**config.mk**
```make
export PLATFORM = sky130hd
export DESIGN_NAME = ext_alu_core
export DESIGN_NICKNAME = d
export VERILOG_FILES = /design/src/rtl/ext_alu_core.sv
export SDC_FILE = /design/constraint.sdc
export NUM_CORES = 1
export LEC_CHECK = 0
export CORE_MARGIN = 2
export CORE_UTILIZATION = 41
export CTS_BUF_LIST = sky130_fd_sc_hd__clkbuf_8
export DETAILED_ROUTE_END_ITERATION = 8
export GPL_TIMING_DRIVEN = 0
export PLACE_DENSITY = 0.61
export SLEW_MARGIN = 20
export SYNTH_ARGS = -nofsm -noshare
export SYNTH_HDL_FRONTEND = slang
export SYNTH_SLANG_ARGS = --single-unit
```
**constraint.sdc**
```tcl
create_clock -name clk -period 11.46 [get_ports clk]
set_input_delay 2.292 -clock clk [delete_from_list [all_inputs] [get_ports clk]]
set_output_delay 2.292 -clock clk [all_outputs]
set_load 0.05 [all_outputs]
```
**src/rtl/ext_alu_core.sv**
```systemverilog
`default_nettype none
// ============================================================================
// Module      : ext_alu_core
// Description : Multi-cycle MMIO ALU engine with an OP1/OP2/result handshake,
//               iterative multiply/divide and a write-protected result register.
// Revision    : 1.0 - initial release
// ============================================================================
module ext_alu_core #(
    parameter int DBITS    = 32,
    parameter int OPBITS   = 4,
    parameter int FAST_LAT = 1
) (
    input  logic              clk,
    input  logic              reset,
    input  logic [DBITS-1:0]  OP1,
    input  logic [DBITS-1:0]  OP2,
    input  logic [OPBITS-1:0] ALUOP,
    input  logic [2:0]        CSR_ALU_IN,
    output logic [DBITS-1:0]  OP3,
    output logic [2:0]        CSR_ALU_OUT
);

    localparam int SHW     = $clog2(DBITS);
    localparam int CNT_MAX = (DBITS > FAST_LAT) ? DBITS : FAST_LAT;
    localparam int CW      = $clog2(CNT_MAX) + 1;

    localparam logic [CW-1:0] c_iter_cnt = CW'(DBITS - 1);
    localparam logic [CW-1:0] c_fast_cnt = CW'(FAST_LAT - 1);

    localparam logic [2:0] c_s_op1  = 3'd0;
    localparam logic [2:0] c_s_op2  = 3'd1;
    localparam logic [2:0] c_s_exec = 3'd2;
    localparam logic [2:0] c_s_wb   = 3'd3;
    localparam logic [2:0] c_s_done = 3'd4;

    localparam logic [OPBITS-1:0] c_op_add   = OPBITS'(0);
    localparam logic [OPBITS-1:0] c_op_sub   = OPBITS'(1);
    localparam logic [OPBITS-1:0] c_op_and   = OPBITS'(2);
    localparam logic [OPBITS-1:0] c_op_or    = OPBITS'(3);
    localparam logic [OPBITS-1:0] c_op_xor   = OPBITS'(4);
    localparam logic [OPBITS-1:0] c_op_sll   = OPBITS'(5);
    localparam logic [OPBITS-1:0] c_op_srl   = OPBITS'(6);
    localparam logic [OPBITS-1:0] c_op_sra   = OPBITS'(7);
    localparam logic [OPBITS-1:0] c_op_slt   = OPBITS'(8);
    localparam logic [OPBITS-1:0] c_op_sltu  = OPBITS'(9);
    localparam logic [OPBITS-1:0] c_op_mul   = OPBITS'(10);
    localparam logic [OPBITS-1:0] c_op_mulhu = OPBITS'(11);
    localparam logic [OPBITS-1:0] c_op_divu  = OPBITS'(12);
    localparam logic [OPBITS-1:0] c_op_remu  = OPBITS'(13);

    logic [2:0]        r_state;
    logic [2:0]        w_state_nxt;
    logic [2:0]        w_csr_nxt;
    logic [DBITS-1:0]  r_op1;
    logic [DBITS-1:0]  r_op2;
    logic [OPBITS-1:0] r_aluop;
    logic [CW-1:0]     r_cnt;
    logic [DBITS-1:0]  r_hi;
    logic [DBITS-1:0]  r_lo;
    logic [DBITS-1:0]  w_hi_nxt;
    logic [DBITS-1:0]  w_lo_nxt;
    logic [DBITS:0]    w_mul_sum;
    logic [DBITS:0]    w_div_trial;
    logic [DBITS-1:0]  w_result;
    logic [SHW-1:0]    w_shamt;
    logic              w_op1_hs;
    logic              w_op2_hs;
    logic              w_is_iter;
    logic              w_is_div;

    assign w_op1_hs  = CSR_ALU_IN[1] & CSR_ALU_OUT[0];
    assign w_op2_hs  = CSR_ALU_IN[2] & CSR_ALU_OUT[1];
    assign w_is_iter = (r_aluop == c_op_mul) || (r_aluop == c_op_mulhu) ||
                       (r_aluop == c_op_divu) || (r_aluop == c_op_remu);
    assign w_is_div  = (r_aluop == c_op_divu) || (r_aluop == c_op_remu);
    assign w_shamt   = r_op2[SHW-1:0];

    always_comb begin
        w_state_nxt = r_state;
        case (r_state)
            c_s_op1:  if (w_op1_hs)        w_state_nxt = c_s_op2;
            c_s_op2:  if (w_op2_hs)        w_state_nxt = c_s_exec;
            c_s_exec: if (r_cnt == '0)     w_state_nxt = c_s_wb;
            c_s_wb:   if (!CSR_ALU_IN[0])  w_state_nxt = c_s_done;
            c_s_done: if (w_op1_hs)        w_state_nxt = c_s_op2;
            default:                       w_state_nxt = c_s_op1;
        endcase
    end

    always_comb begin
        w_csr_nxt = 3'b000;
        case (w_state_nxt)
            c_s_op1:  w_csr_nxt = 3'b001;
            c_s_op2:  w_csr_nxt = 3'b010;
            c_s_done: w_csr_nxt = 3'b101;
            default:  w_csr_nxt = 3'b000;
        endcase
    end

    // {r_hi, r_lo} is the product register for multiply (multiplier in r_lo,
    // shifted out LSB first) and the remainder/quotient pair for restoring divide.
    always_comb begin
        w_mul_sum   = {1'b0, r_hi} + (r_lo[0] ? {1'b0, r_op1} : {(DBITS+1){1'b0}});
        w_div_trial = {r_hi, r_lo[DBITS-1]} - {1'b0, r_op2};
        w_hi_nxt    = r_hi;
        w_lo_nxt    = r_lo;
        if (w_is_div) begin
            if (!w_div_trial[DBITS]) begin
                w_hi_nxt = w_div_trial[DBITS-1:0];
                w_lo_nxt = {r_lo[DBITS-2:0], 1'b1};
            end else begin
                w_hi_nxt = {r_hi[DBITS-2:0], r_lo[DBITS-1]};
                w_lo_nxt = {r_lo[DBITS-2:0], 1'b0};
            end
        end else begin
            w_hi_nxt = w_mul_sum[DBITS:1];
            w_lo_nxt = {w_mul_sum[0], r_lo[DBITS-1:1]};
        end
    end

    always_comb begin
        w_result = '0;
        case (r_aluop)
            c_op_add:   w_result = r_op1 + r_op2;
            c_op_sub:   w_result = r_op1 - r_op2;
            c_op_and:   w_result = r_op1 & r_op2;
            c_op_or:    w_result = r_op1 | r_op2;
            c_op_xor:   w_result = r_op1 ^ r_op2;
            c_op_sll:   w_result = r_op1 << w_shamt;
            c_op_srl:   w_result = r_op1 >> w_shamt;
            c_op_sra:   w_result = $signed(r_op1) >>> w_shamt;
            c_op_slt:   w_result = {{(DBITS-1){1'b0}}, ($signed(r_op1) < $signed(r_op2))};
            c_op_sltu:  w_result = {{(DBITS-1){1'b0}}, (r_op1 < r_op2)};
            c_op_mul:   w_result = r_lo;
            c_op_mulhu: w_result = r_hi;
            c_op_divu:  w_result = r_lo;
            c_op_remu:  w_result = r_hi;
            default:    w_result = '0;
        endcase
    end

    always_ff @(posedge clk) begin
        if (reset) begin
            r_state     <= c_s_op1;
            CSR_ALU_OUT <= 3'b001;
            OP3         <= '0;
            r_op1       <= '0;
            r_op2       <= '0;
            r_aluop     <= '0;
            r_cnt       <= '0;
            r_hi        <= '0;
            r_lo        <= '0;
        end else begin
            r_state     <= w_state_nxt;
            CSR_ALU_OUT <= w_csr_nxt;
            if (w_op1_hs) begin
                r_op1   <= OP1;
                r_aluop <= ALUOP;
            end
            // r_op1 already holds the dividend when OP2 arrives.
            if (w_op2_hs) begin
                r_op2 <= OP2;
                r_cnt <= w_is_iter ? c_iter_cnt : c_fast_cnt;
                r_hi  <= '0;
                r_lo  <= w_is_div ? r_op1 : OP2;
            end
            if (r_state == c_s_exec) begin
                if (r_cnt != '0) r_cnt <= r_cnt - 1'b1;
                if (w_is_iter) begin
                    r_hi <= w_hi_nxt;
                    r_lo <= w_lo_nxt;
                end
            end
            if ((r_state == c_s_wb) && !CSR_ALU_IN[0]) OP3 <= w_result;
        end
    end

endmodule
`default_nettype wire

```
# After elaboration in Yosys (flattened, before gate mapping)
# Cells that the tools add are included.
totals:
  register_bits: 176
  latchBits: 0
  ram_bits: 0
  mem_bits_ro: 0
  input_bits: 73
  output_inout_bits: 35
  mem_count: 0
classes:
  n_addsub: 5
  multipliers: 0
  n_div: 0
  order_cmp: 2
  n_eq_ne: 19
  shifts: 3
  n_mux: 23
  bitwise_logic: 5
  reduce_logical: 14
ops:
  columns: ["operator", "count"]
  rows:
  - ["one-hot mux 32 bit (12 select lines)", 1]
  - ["2-to-1 mux 32 bit", 11]
  - ["less-than comparator 32 bit", 2]
  - ["adder 32 x 32 -> 33 bit", 1]
  - ["subtractor 33 x 32 -> 33 bit", 1]
  - ["adder 32 bit", 1]
  - ["bitwise AND 32 bit", 1]
  - ["OR 32 bit", 1]
  - ["left shift 32 x 5 -> 32 bit", 1]
  - ["right shift 32 x 5 -> 32 bit", 1]
  - [">>> shifter 32 x 5 -> 32 bit", 1]
  - ["subtractor 32 bit", 1]
  - ["bitwise XOR 32 bit", 1]
  - ["equality test 4 bit (second input constant)", 6]
  - ["2-to-1 mux 6 bit", 3]
  - ["equality test 4 x 3 -> 1 bit (second input constant)", 4]
  - ["2-to-1 mux 3 bit", 4]
  - ["one-hot mux 3 bit (4 select lines)", 1]
  - ["one-hot mux 3 bit (3 select lines)", 1]
  - ["equality test 4 x 2 -> 1 bit (second input constant)", 2]
  - ["equality test 3 x 1 -> 1 bit (second input constant)", 2]
  - ["equality test 3 x 2 -> 1 bit (second input constant)", 2]
  - ["equality test 3 bit (second input constant)", 2]
  - ["logical NOT 3 bit", 2]
  - ["12 further kinds", 18]

# Depth between registers and ports, before layout
depth:
  depth_word: 8
  depth_mapped: 16

# Worst setup path before layout
# No wires, ideal clock.
synth_timing:
  kind: "input to register"
  from: "input port CSR_ALU_IN[0]"
  to: "register OP3[23]"
  arrival_ns: 4.022
  required_ns: 11.402
  slack_ns: 7.380
  path_stages: 9
  path_buffers: 1
  path_cell_list: "nand2b_1 -> or3b_2 -> o21bai_1 -> clkbuf_1 -> nor2_1 -> a21oi_1 -> nor3_1 -> a21oi_1 -> nand2_1"
synth_via:
  elab_chain_cells: 2
synth_lines:
  columns: ["item", "line", "text"]
  rows:
  - ["start: declaration", "18", "input logic [2:0] CSR_ALU_IN,"]
  - ["logical NOT 1 bit", "174", "if ((r_state == c_s_wb) && !CSR_ALU_IN[0]) OP3 <= w_result;"]
  - ["logical AND 1 bit", "174", null]
  - ["end signal: assignment", "174", null]
  - ["end: declaration", "19", "output logic [DBITS-1:0] OP3,"]
# No other way between the ends.
# A chain may end at the register's enable or synchronous reset.

# Worst setup path in the final report
layout_timing:
  from: "input port CSR_ALU_IN[0]"
  to: "register OP3[0]"
# The elaborated chain is that of the path after synthesis.

==> metrics.md <==
| Metric | Value |
|---|---|
| Total routed wirelength | `between 100000 and 150000 um` |
| Hold path cells | `2` |
| Slowest stage cell, crit path | `a211oi_1` |
| Leakage | `approximately 8.6 nW` |
| Sink Count | `approximately 180` |
| Aggregate global-route resource usage | `43.9%` |
| Rel. slew slack | `a little over an eighth` |
| Placed Area | `~23000 um2` |
| DRC | `0` |
| Pre-Repair DR Iteration Count | `8` |
| Total of max-cap violations | `0` |
| Asr flop ratio synth | `0%` |
| Most common flop cell mapped by yosys | `dfxtp_1` |
| Run status | `finished, final reports clean` |
| Hold_buf cts | `0` |
| Peak fanout along the critical path | `10` |
| IO Count | `between 100 and 150` |
| H-Tree Depth | `4` |
| Reg-to-reg critical path startpoint | `r_op2[3]` |
| Clk slew on worst S/H paths | `approximately 0.11 ns` |
| Cell area after synthesis | `a little over 20000 um2` |
| Data required, critical path | `11.97 ns` |
| Final hold violations | `0` |
| Final Util | `a little under half` |
| Sequential share of the synthesized area | `approximately 17%` |
| Worst vdd rail ir drop | `approximately 0.1 mV` |
| RSZ-0062 raised after global routing | `no` |
| Finished Layout Cells | `3738` |
| CTS tree | `done` |
| Synth warnings | `0` |
| # setup viols final | `0` |
| Crit path from | `CSR_ALU_IN[0]` |
| Leading cell type in the layout, fill and taps excluded | `nand2_1` |
| Critical Path AT | `approximately 6.4 ns` |
| Final setup TNS | `0 ns` |
| Post-CTS Resized | `0` |
| Synth-to-layout area growth | `11.1%` |
| CP Capture Type | `flip-flop` |
| Unique masters post-synth | `~90` |
| Crit Path Class | `primary input to flip-flop` |
| Hold WC Path Type | `flip-flop to flip-flop` |
| Routed Antenna Nets | `0` |
| Cells after synthesis | `between 2000 and 3000` |
| Final GP Congestion | `1.11` |
| Initial antenna violation count | `4` |
| Nature of the critical path startpoint | `primary input` |
| Average footprint of a synthesized cell | `approximately 7.1 um2` |
| Largest net degree at the start of global routing | `17` |
| NumNets Final | `approximately 3300` |
| Post-CTS Setup Repair Bufs | `0` |
| Core Area | `50100 um2` |
| Design area | `23000 um2` |
| Skew final | `approximately 0.020 ns` |
| Cts bufs inserted | `17` |
| Measured slew at the worst slew-check pin | `1.30 ns` |
| Vias per cell | `6.73` |
| First-pass GRT wire length | `~170000 um` |
| Sequence of cells on the critical path | `clkdlybuf4s50_1, nand2b_1, or3b_2, clkbuf_1, buf_1, nand2_1, o21ai_0, a211oi_1, o211ai_1, o21a_1` |
| Critical R2R Capture | `OP3[27]` |
| Dpl cells | `between 3000 and 4000` |
| Vias | `25152` |
| First DRT Iteration DRCs | `3629` |
| Vias in the first global route | `between 20000 and 25000` |
| Mapped Nets | `between 3000 and 4000` |
| Detailed placement HPWL | `between 90000 and 100000 um` |
| Die width | `229 um` |
| Flops & latches, synth | `approximately 180` |
| Reg2Reg Depth | `13` |
| Layout cells sized above 1 | `5.91%` |
| Port Buffers | `about 110` |
| Gr ovfl total | `0` |
| Register-to-register setup slack | `5.91 ns` |
| Max Root-Sink Buffers | `2` |
| EDFF count, synth | `0` |
| Most frequent cells in the layout | `474 x nand2_1, 342 x a21oi_1, 182 x nor2_1` |
| Hold Path Origin | `OP3[1]` |
| Die height | `229 um` |
| Wire per inst | `around 32 um` |
| DIE AREA | `~52000 um2` |
| Power Dens Cells | `94.8 nW/um2` |
| Max Slew Vio Count | `0` |
| Final period util | `51.5%` |
| Worst path max stage delay | `0.75 ns` |
| Clock latency on the worst-skew pair | `~0.61 ns` |
| Highest clock rate | `roughly 170 MHz` |
| Initial Util | `between 40% and 50%` |
| WHS Endpoint | `OP3[1]` |
| Final Critical Period | `about 5.9 ns` |
| Row count | `just over 80` |
| CTS Root Cell | `clkbuf_8` |
[worst max-delay path by stage]
stage,cells past startpoint,to
after global routing,10,OP3[0]
final,10,OP3[0]
after detailed placement,10,OP3[0]
after floorplan,9,OP3[23]
after CTS,10,OP3[0]
after global placement,13,OP3[20]
[registers in the layout, indices dropped and copies added, names as in the netlist]
register and cells:
r_state 3, r_lo 32, r_cnt 6, r_op2 32, r_op1 32, r_aluop 4
CSR_ALU_OUT 3, OP3 32, r_hi 32
[final cells by class]
| type | instances | area (um2) |
|---|---|---|
| Multi-Input combinational cell | 2385 | 15800 |
| Sequential cell | 176 | 3520 |
| Timing Repair Buffer | 109 | 1080 |
| Fill cell | 5339 | 27000 |
| Clock inverter | 14 | 109 |
| Clock buffer | 17 | 234 |
| Inverter | 119 | 447 |
| Antenna cell | 2 | 5.00 |
| Tap cell | 672 | 841 |
| Buffer | 244 | 1030 |
[cell usage after synthesis, types with 32 or more instances]
| cell | count | share of area, % |
|---|---|---|
| nand2_1 | 474 | 8.6 |
| a31oi_1 | 32 | 0.97 |
| a311oi_1 | 44 | 1.9 |
| a21o_1 | 46 | 1.7 |
| inv_1 | 115 | 2.1 |
| mux2i_1 | 101 | 4.9 |
| a21oi_1 | 342 | 8.3 |
| ha_1 | 162 | 9.8 |
| nor3_1 | 62 | 1.5 |
| o211ai_1 | 39 | 1.4 |
| mux4_2 | 33 | 3.6 |
| and2_1 | 58 | 1.7 |
| a211oi_1 | 78 | 2.8 |
| dfxtp_1 | 176 | 17 |
| nor2_1 | 182 | 3.3 |
| nand3_1 | 38 | 0.92 |
| xnor2_1 | 47 | 2.0 |
| clkbuf_1 | 175 | 3.2 |
| o21ai_0 | 180 | 4.3 |
[routing by layer]
layer  wire length, um  GRT usage, %
met1             45600          54.5
met2             50900          67.6
met3             13700          11.9
met4              8360          26.8
met5                10             0
[report_power, final]
part | switching (mW) | leakage, nW | total, mW | internal (mW)
Sequential | 0.0340 | 1.43 | 0.670 | 0.636
Clock | 0.293 | 0.178 | 0.445 | 0.152
Combinational | 0.726 | 6.98 | 1.07 | 0.341
[per-stage QoR]
stage	power, mW	setup slack, ns	hold WS [ns]
6_report	2.18	5.56	0.461
4_1_cts	2.13	5.98	0.462
2_1_floorplan	1.31	7.38	0.451
5_1_grt	2.24	5.65	0.489
3_3_place_gp	1.69	5.13	0.439
3_5_place_dp	1.69	5.33	0.448
[critical path: cells and delay by family]
family	cells	cell delay [ns]
simple gates	3	0.97
compound gates	4	1.70
buf+inv	3	1.44
[kinds of logic after synthesis]
group	synth area share (%)
buffers and inverters	7.08
xor gates and xnor gates	3.17
muxes	10.1
and+or+nand+nor	21.3
AOI/OAI and AO/OA	31.1
DFF	17.0
adders and majority gates	10.2
Note: power is estimated with default switching activity, not from simulation.
